==> config.mk <==
export PLATFORM = sky130hd
export DESIGN_NAME = shift_writeback
export DESIGN_NICKNAME = d
export VERILOG_FILES = /design/src/rtl/shift_wb_pkg.sv /design/src/rtl/shift_wb_fifo.sv /design/src/rtl/shift_writeback.sv
export SDC_FILE = /design/constraint.sdc
export NUM_CORES = 1
export LEC_CHECK = 0
export CORE_MARGIN = 2
export CORE_UTILIZATION = 57
export DETAILED_ROUTE_END_ITERATION = 8
export DONT_BUFFER_PORTS = 1
export GPL_TIMING_DRIVEN = 0
export HOLD_SLACK_MARGIN = 0.06
export PLACE_DENSITY_LB_ADDON = 0.25
export SETUP_SLACK_MARGIN = 0.1
export SYNTH_ARGS = -nofsm -noshare
export SYNTH_HDL_FRONTEND = slang
export SYNTH_SLANG_ARGS = --single-unit
==> constraint.sdc <==
create_clock -name clock -period 1.3 [get_ports clock]
set_input_delay 0.26 -clock clock [delete_from_list [all_inputs] [get_ports clock]]
set_output_delay 0.26 -clock clock [all_outputs]
set_load 0.01 [all_outputs]
==> src/rtl/shift_wb_pkg.sv <==
// Shared widths, flag bit positions and the FIFO entry layout for shift_writeback.
// SHIFT_WB_HILO_EN adds the res_high/wr_hilo fields to the entry.
package shift_wb_pkg;

  localparam int WB_WIDTH = 32;
  localparam int WB_TAG_W = 5;
  localparam int WB_AMT_W = 5;

  localparam int FLAG_Z = 0;
  localparam int FLAG_N = 1;
  localparam int FLAG_C = 2;

  typedef struct packed {
`ifdef SHIFT_WB_HILO_EN
    logic [WB_WIDTH-1:0] res_high;
`endif
    logic [WB_WIDTH-1:0] res_low;
    logic [WB_AMT_W-1:0] amount;
    logic [WB_TAG_W-1:0] tag;
`ifdef SHIFT_WB_HILO_EN
    logic                wr_hilo;
`endif
  } entry_t;

  // C is the last bit rotated out of bit 0, which lands in the result MSB.
  function automatic logic [2:0] calc_flags(input logic [WB_WIDTH-1:0] res,
                                            input logic [WB_AMT_W-1:0] amt);
    logic [2:0] f;
    f         = '0;
    f[FLAG_Z] = (res == '0);
    f[FLAG_N] = res[WB_WIDTH-1];
    f[FLAG_C] = (amt != '0) ? res[WB_WIDTH-1] : 1'b0;
    return f;
  endfunction

endpackage

==> src/rtl/shift_wb_fifo.sv <==
// Two-entry synchronous FIFO of rotator results with wrapping read/write pointers.
module shift_wb_fifo
  import shift_wb_pkg::*;
(
  input  logic   clock,
  input  logic   reset_n,
  input  logic   i_push,
  input  entry_t i_data,
  input  logic   i_pop,
  output logic   o_full,
  output logic   o_empty,
  output entry_t o_head
);

  entry_t     r_mem [2];
  logic       r_wr_ptr;
  logic       r_rd_ptr;
  logic [1:0] r_count;
  logic       w_do_push;
  logic       w_do_pop;

  assign o_full    = (r_count == 2'd2);
  assign o_empty   = (r_count == 2'd0);
  assign o_head    = r_mem[r_rd_ptr];
  assign w_do_push = i_push && !o_full;
  assign w_do_pop  = i_pop && !o_empty;

  always_ff @(posedge clock or negedge reset_n) begin
    if (!reset_n) begin
      r_mem[0] <= '0;
      r_mem[1] <= '0;
      r_wr_ptr <= 1'b0;
      r_rd_ptr <= 1'b0;
      r_count  <= 2'd0;
    end else begin
      if (w_do_push) begin
        r_mem[r_wr_ptr] <= i_data;
        r_wr_ptr        <= ~r_wr_ptr;
      end
      if (w_do_pop) begin
        r_rd_ptr <= ~r_rd_ptr;
      end
      // Simultaneous push and pop leaves the occupancy unchanged.
      case ({w_do_push, w_do_pop})
        2'b10:   r_count <= r_count + 2'd1;
        2'b01:   r_count <= r_count - 2'd1;
        default: r_count <= r_count;
      endcase
    end
  end

endmodule

==> src/rtl/shift_writeback.sv <==
// Writeback stage after the rotate-right unit: buffers results, commits Z/N/C flags
// and (with SHIFT_WB_HILO_EN defined) the HI/LO registers when an entry is popped.
module shift_writeback
  import shift_wb_pkg::*;
#(
  parameter int WIDTH = WB_WIDTH,
  parameter int TAG_W = WB_TAG_W,
  parameter int AMT_W = WB_AMT_W
) (
  input  logic             clock,
  input  logic             reset_n,
  input  logic             in_valid,
  output logic             in_ready,
  input  logic [WIDTH-1:0] in_res_high,
  input  logic [WIDTH-1:0] in_res_low,
  input  logic [AMT_W-1:0] in_amount,
  input  logic [TAG_W-1:0] in_tag,
  input  logic             in_wr_hilo,
  output logic             out_valid,
  input  logic             out_ready,
  output logic [WIDTH-1:0] out_data,
  output logic [TAG_W-1:0] out_tag,
  output logic [WIDTH-1:0] hi_q,
  output logic [WIDTH-1:0] lo_q,
  output logic [2:0]       flags_q
);

  entry_t     w_in_entry;
  entry_t     w_head;
  logic       w_full;
  logic       w_empty;
  logic       w_push;
  logic       w_pop;
  logic [2:0] r_flags;

  always_comb begin
    w_in_entry          = '0;
    w_in_entry.res_low  = in_res_low;
    w_in_entry.amount   = in_amount;
    w_in_entry.tag      = in_tag;
`ifdef SHIFT_WB_HILO_EN
    w_in_entry.res_high = in_res_high;
    w_in_entry.wr_hilo  = in_wr_hilo;
`endif
  end

  // Ready comes only from registered occupancy, so a full FIFO never accepts
  // in the same cycle it drains.
  assign in_ready  = !w_full;
  assign out_valid = !w_empty;
  assign w_push    = in_valid && in_ready;
  assign w_pop     = out_valid && out_ready;
  assign out_data  = out_valid ? w_head.res_low : '0;
  assign out_tag   = out_valid ? w_head.tag : '0;

  shift_wb_fifo u_fifo (
    .clock   (clock),
    .reset_n (reset_n),
    .i_push  (w_push),
    .i_data  (w_in_entry),
    .i_pop   (w_pop),
    .o_full  (w_full),
    .o_empty (w_empty),
    .o_head  (w_head)
  );

  always_ff @(posedge clock or negedge reset_n) begin
    if (!reset_n) begin
      r_flags <= 3'b000;
    end else if (w_pop) begin
      r_flags <= calc_flags(w_head.res_low, w_head.amount);
    end
  end

  assign flags_q = r_flags;

`ifdef SHIFT_WB_HILO_EN
  logic [WIDTH-1:0] r_hi;
  logic [WIDTH-1:0] r_lo;

  always_ff @(posedge clock or negedge reset_n) begin
    if (!reset_n) begin
      r_hi <= '0;
      r_lo <= '0;
    end else if (w_pop && w_head.wr_hilo) begin
      r_hi <= w_head.res_high;
      r_lo <= w_head.res_low;
    end
  end

  assign hi_q = r_hi;
  assign lo_q = r_lo;
`else
  logic w_unused_hilo;

  assign w_unused_hilo = ^{in_res_high, in_wr_hilo};
  assign hi_q          = '0;
  assign lo_q          = '0;
`endif

endmodule

### Word-level counts from Yosys, hierarchy flattened

Index checks and enable logic that the tools add are counted.

* bits in latches: 0
* memories kept: 0
* register bits: 91
* logic and storage cells: 43
* RAM bits: 0
* ROM bits: 0
* input bits: 79

* order comparisons: 3
* $mul: 0
* mux-type cells: 10
* divide/modulo/power cells: 0
* reduce and logical (&&, ||, !) cells: 11
* bitwise gates (word level): 4
* shift operators: 0
* add/subtract/negate cells: 2
* eq/ne operators: 3

Operators with widths (number)
* 2-to-1 mux 42 bit: 4
* bitwise mux 84 bit: 1
* demux 42 bit (select 1 bit): 1
* logical NOT 32 bit: 1
* 2-to-1 mux 32 bit: 1
* logical AND 1 bit: 5
* 2-to-1 mux 5 bit: 1
* nonzero test 5 bit: 1
* equality test 2 bit (second input constant): 2
* greater-or-equal comparator 2 bit (second input constant): 2
* NOT 1 -> 2 bit: 2
* case mux 2 bit (2 select lines): 1
* adder 2 x 1 -> 2 bit (second input constant): 1
* equality test 2 x 1 -> 1 bit (second input constant): 1
* logical NOT 1 bit: 2
* logical NOT 2 bit: 1
* < comparator 2 x 1 -> 1 bit (second input constant): 1
* NOT 1 bit: 2
* nonzero test 2 bit: 1
* subtractor 2 x 1 -> 2 bit (second input constant): 1
* 2-to-1 mux 1 bit: 1

### Logic depth before layout (Yosys ltp)

Gate-level depths: netlist of the first run.

* depth in word-level cells: 6
* depth in mapped cells: 8

### Hierarchy

A second synthesis of the first run with hierarchy kept.

* cell total of the unflattened synthesis: 373
* area, all modules: 4783.3 um^2

By module, submodules not included
* shift_wb_fifo: seq. area each 2202.1 um^2, cells an instance 242, instances 1, area an instance 3843.7 um^2
* shift_writeback: seq. area each 75.1 um^2, cells an instance 131, instances 1, area an instance 939.7 um^2

### Worst setup path before layout of the first run

OpenSTA, ideal clock, no wires.

* path type: register -> output
* from: reg u_fifo.r_rd_ptr
* to: out out_data[26]
* required time: 1.040 ns
* buffers on the path: 3
* arrival time: 1.192 ns
* setup slack: -0.152 ns
* cell stages (with the launch flop): 6
* path through: dfrtp_1 buf_6 buf_2 buf_4 mux2i_1 nor2_1

* word-level cells in the longest chain between the ends: 5

RTL lines
* from (decl): line shift_wb_fifo.sv:17 `logic r_rd_ptr;`
* from (signal assigned): line shift_wb_fifo.sv:41 `r_rd_ptr <= ~r_rd_ptr;`
* NOT 1 -> 2 bit (implied by the code): line shift_wb_fifo.sv:24 `assign o_head = r_mem[r_rd_ptr];`
* 2-to-1 mux 42 bit (implied by the code) (3 in series): line shift_wb_fifo.sv:24
* 2-to-1 mux 32 bit: line shift_writeback.sv:53 `assign out_data = out_valid ? w_head.res_low : '0;`
* to (decl): line shift_writeback.sv:21 `output logic [WIDTH-1:0] out_data,`

No other way between the ends. The select of a mux whose other input is x is not followed.

### Final worst setup path of the first run

* from: reg u_fifo.r_rd_ptr
* to: out out_data[2]

The elaborated chain is that of the path after synthesis.

==> results.toml, run 1 <==
[worst_setup_path]
rr_worst_depth = 7
endpoint_kind = "primary output"
critical_path_class = "flop to primary output"
path_max_fanout = 8
cp.arrival_ns = 1.53
cp.required_ns = 1.04
r2r_setup_slack_ns = -0.42
crit_path_start_kind = "flop"

[placed_design]
hpwl_um = 7140
dp_slack_ns = -0.376
place.gp.congestion = 0.778
port_buffers = 0

[synth]
yosys.area_share.simple = 0.0762
synth_top_area_share = 0.487
synth_fa_ha_area_frac = 0.00267
synthXorXnorAreaFrac = 0.00936
synth.area.top_cells = "dfrtp_1, mux2_1, buf_4, mux2i_1, nor2_1"
synth_edf_count = 0
synth_top_family_by_area = "multiplexers"
syn_area_um2 = 4680
yosys_warnings = 0
yosysMostFrequentCell = "dfrtp_1"
ys_seq_area_frac = 0.487
synthMuxAreaShare = 0.283
netlist_top_cells_count = "dfrtp_1, mux2_1, buf_4, nor2_1, mux2i_1"
ys_types = 31
synthFlopType = "dfrtp_1"
synth_compound_area_frac = 0.0118
synth.avg_cell_area_um2 = 12.3
ys_seq_elements = 91
synth_cells = 381
synthArstFlopShare = 1.00
yosys.area.top_type = "dfrtp_1"

[sta]
hold_ws_ns = -0.429
final.period_utilization = 1.38
period_needed_ns = 1.79
tns_ns = -37.96
drv_slew = 0
hold_violations = 91
fmax_mhz = 559
finalSetupViolCount = 128
rsz0062_at_grt = "true"
skew_ns = 0.0177
worst_slack_ns = -0.490

[clock_tree]
cts_max_path_buffers = 2
cts_tree = "built"
hold_buffers = 42
cts_sinks = 91
cts_buffers = 9
clockRootBuffer = "clkbuf_8"
htreeDepth = 3
clkTransAtPathRegs_ns = 0.10
clk_latency_ns = 0.37

[global_route]
first_global_vias = 3733
groute.usage.overall = 0.326
antenna_found_initial = 0
grt_max_degree = 92
grt-ovfl-total = 0
grt_pass1_wl_um = 21400

[finish]
area_growth_pct = 48.7
drive_above_1_share = 0.522
layout.nets = 613
postLayoutCoreUtil = 0.860
diodes = 0

[die]
die_y_um = 94.6
fp.dieW_um = 94.6
die-area_um2 = 8950
ios = 185
core_area_um2 = 8090
initial_core_util = 0.578
rows = 33

[power]
p_int_uw = 11100
power_frac_comb = 0.563
p_clk_frac = 0.116
total_power_uw = 18100
power.density_nw_per_um2 = 2600
swShare = 0.387
p_sw_uw = 6990
ir_drop_mv = 1.84
pwr-share-seq = 0.321
leakage_uw = 0.00339

[routing]
antenna_left = 0
drcViolationCount = 0
dr.pass1.iters = 4
drt_iter0_drc = 213
detail_route.wl_per_cell_um = 21.9
viasPerCell = 5.35
vias = 3443
drt-total-wl_um = 14100

[min_path]
hold_path_class = "primary input to asynchronous set/reset pin"

[job]
maxCapViolations = 0

[status]
status = "finished, violations left"
violations = "hold timing, setup timing"
-- cells in the final DEF (no fill, tap or decap), types with 2 or more instances in the layout --
cell	instances
buf_12	14
buf_16	5
buf_4	76
buf_6	13
buf_8	8
clkbuf_8	12
clkinvlp_4	2
conb_1	64
dfrtp_1	89
dfrtp_2	2
dlygate4sd3_1	42
mux2_4	84
mux2i_1	28
mux2i_2	7
mux2i_4	3
nand2_1	3
nand3_4	3
nand4_1	2
nor2_1	4
nor2_2	34
nor2_4	4
nor3_1	3
nor4_1	12
xnor2_1	3
-- cell type report --
type	instances	area, um2
buffer	80	736
clock buffer	13	169
clock inverter	3	45.0
fill	379	1130
inverter	2	10.0
multi-input combinational	271	2650
sequential	91	2280
tap	105	131
timing repair buffer	78	940
-- critical path, cell delays in order, from the launching register on --
cell and delay (ns):
dfrtp_1 0.39, buf_6 0.13, buf_12 0.13, buf_12 0.14
mux2i_4 0.19, nor2_4 0.17
-- path summary, 6_finish.rpt --
path,endpoint,startpoint
min in group clock,u_fifo.r_rd_ptr,out_ready
max reg2reg,flags_q[0],u_fifo.r_rd_ptr
min reg2reg,u_fifo.r_mem[5],u_fifo.r_mem[5]
max in group asynchronous,u_fifo.r_mem[62],reset_n
min,u_fifo.r_mem[16],reset_n
max,out_data[2],u_fifo.r_rd_ptr
-- power groups by stage --
stage	sequential, uW	combinational (uW)	clock, uW
2_1_floorplan	5090	4660	0
3_3_place_gp	5340	5430	0
3_5_place_dp	5450	5600	0
4_1_cts	5540	9820	2040
5_1_grt	5920	10700	2200
6_report	5800	10200	2090
-- logic make-up (layout without fill, tap and decap cells) --
kind of cell | Yosys count | in the layout
AO/OA/AOI/OAI | 6 | 6
XOR/XNOR | 5 | 5
adder cells (fa/ha/maj) | 1 | 1
buffers and inverters | 83 | 176
flip-flops | 91 | 91
multiplexers | 122 | 122
other | 1 | 64
AND/OR/NAND/NOR | 72 | 73
-- metal layers --
metal | GRT usage | routed length [um] | vias up
met5 | 0 | 0 | -
met4 | 0.127 | 395 | 0
met3 | 0.0758 | 877 | 33
met2 | 0.560 | 7390 | 151
met1 | 0.401 | 5440 | 1748
li1 | - | - | 1511
-- metrics by stage --
step           area [um2]  std cells
6_report             6960        643
5_1_grt              6960        643
4_1_cts              6990        646
3_5_place_dp         5140        549
3_3_place_gp         5140        549
2_1_floorplan        5010        444
-- sequential cells by signal (all words and copies together) (netlist names) --
signal / cells
flags_q: 3
u_fifo.r_count: 2
u_fifo.r_mem: 84
u_fifo.r_rd_ptr: 1
u_fifo.r_wr_ptr: 1
-- repair_timing --
item / 4_1_cts / 5_1_grt
resized for setup: 170 / 29
endpoints found under the hold margin: 175 / 92
setup endpoints to repair: 128 / 129
setup buffers: 28 / 5
cloned: 11 / 0
pin swaps: 20 / 19
(Power assumes the default switching activity.)
==> run 2: changes to the inputs <==
SLEW_MARGIN = 20   (was not set)
==> results of run 2 <==
Final layout, timing and power as in run 1 (identical DEF).
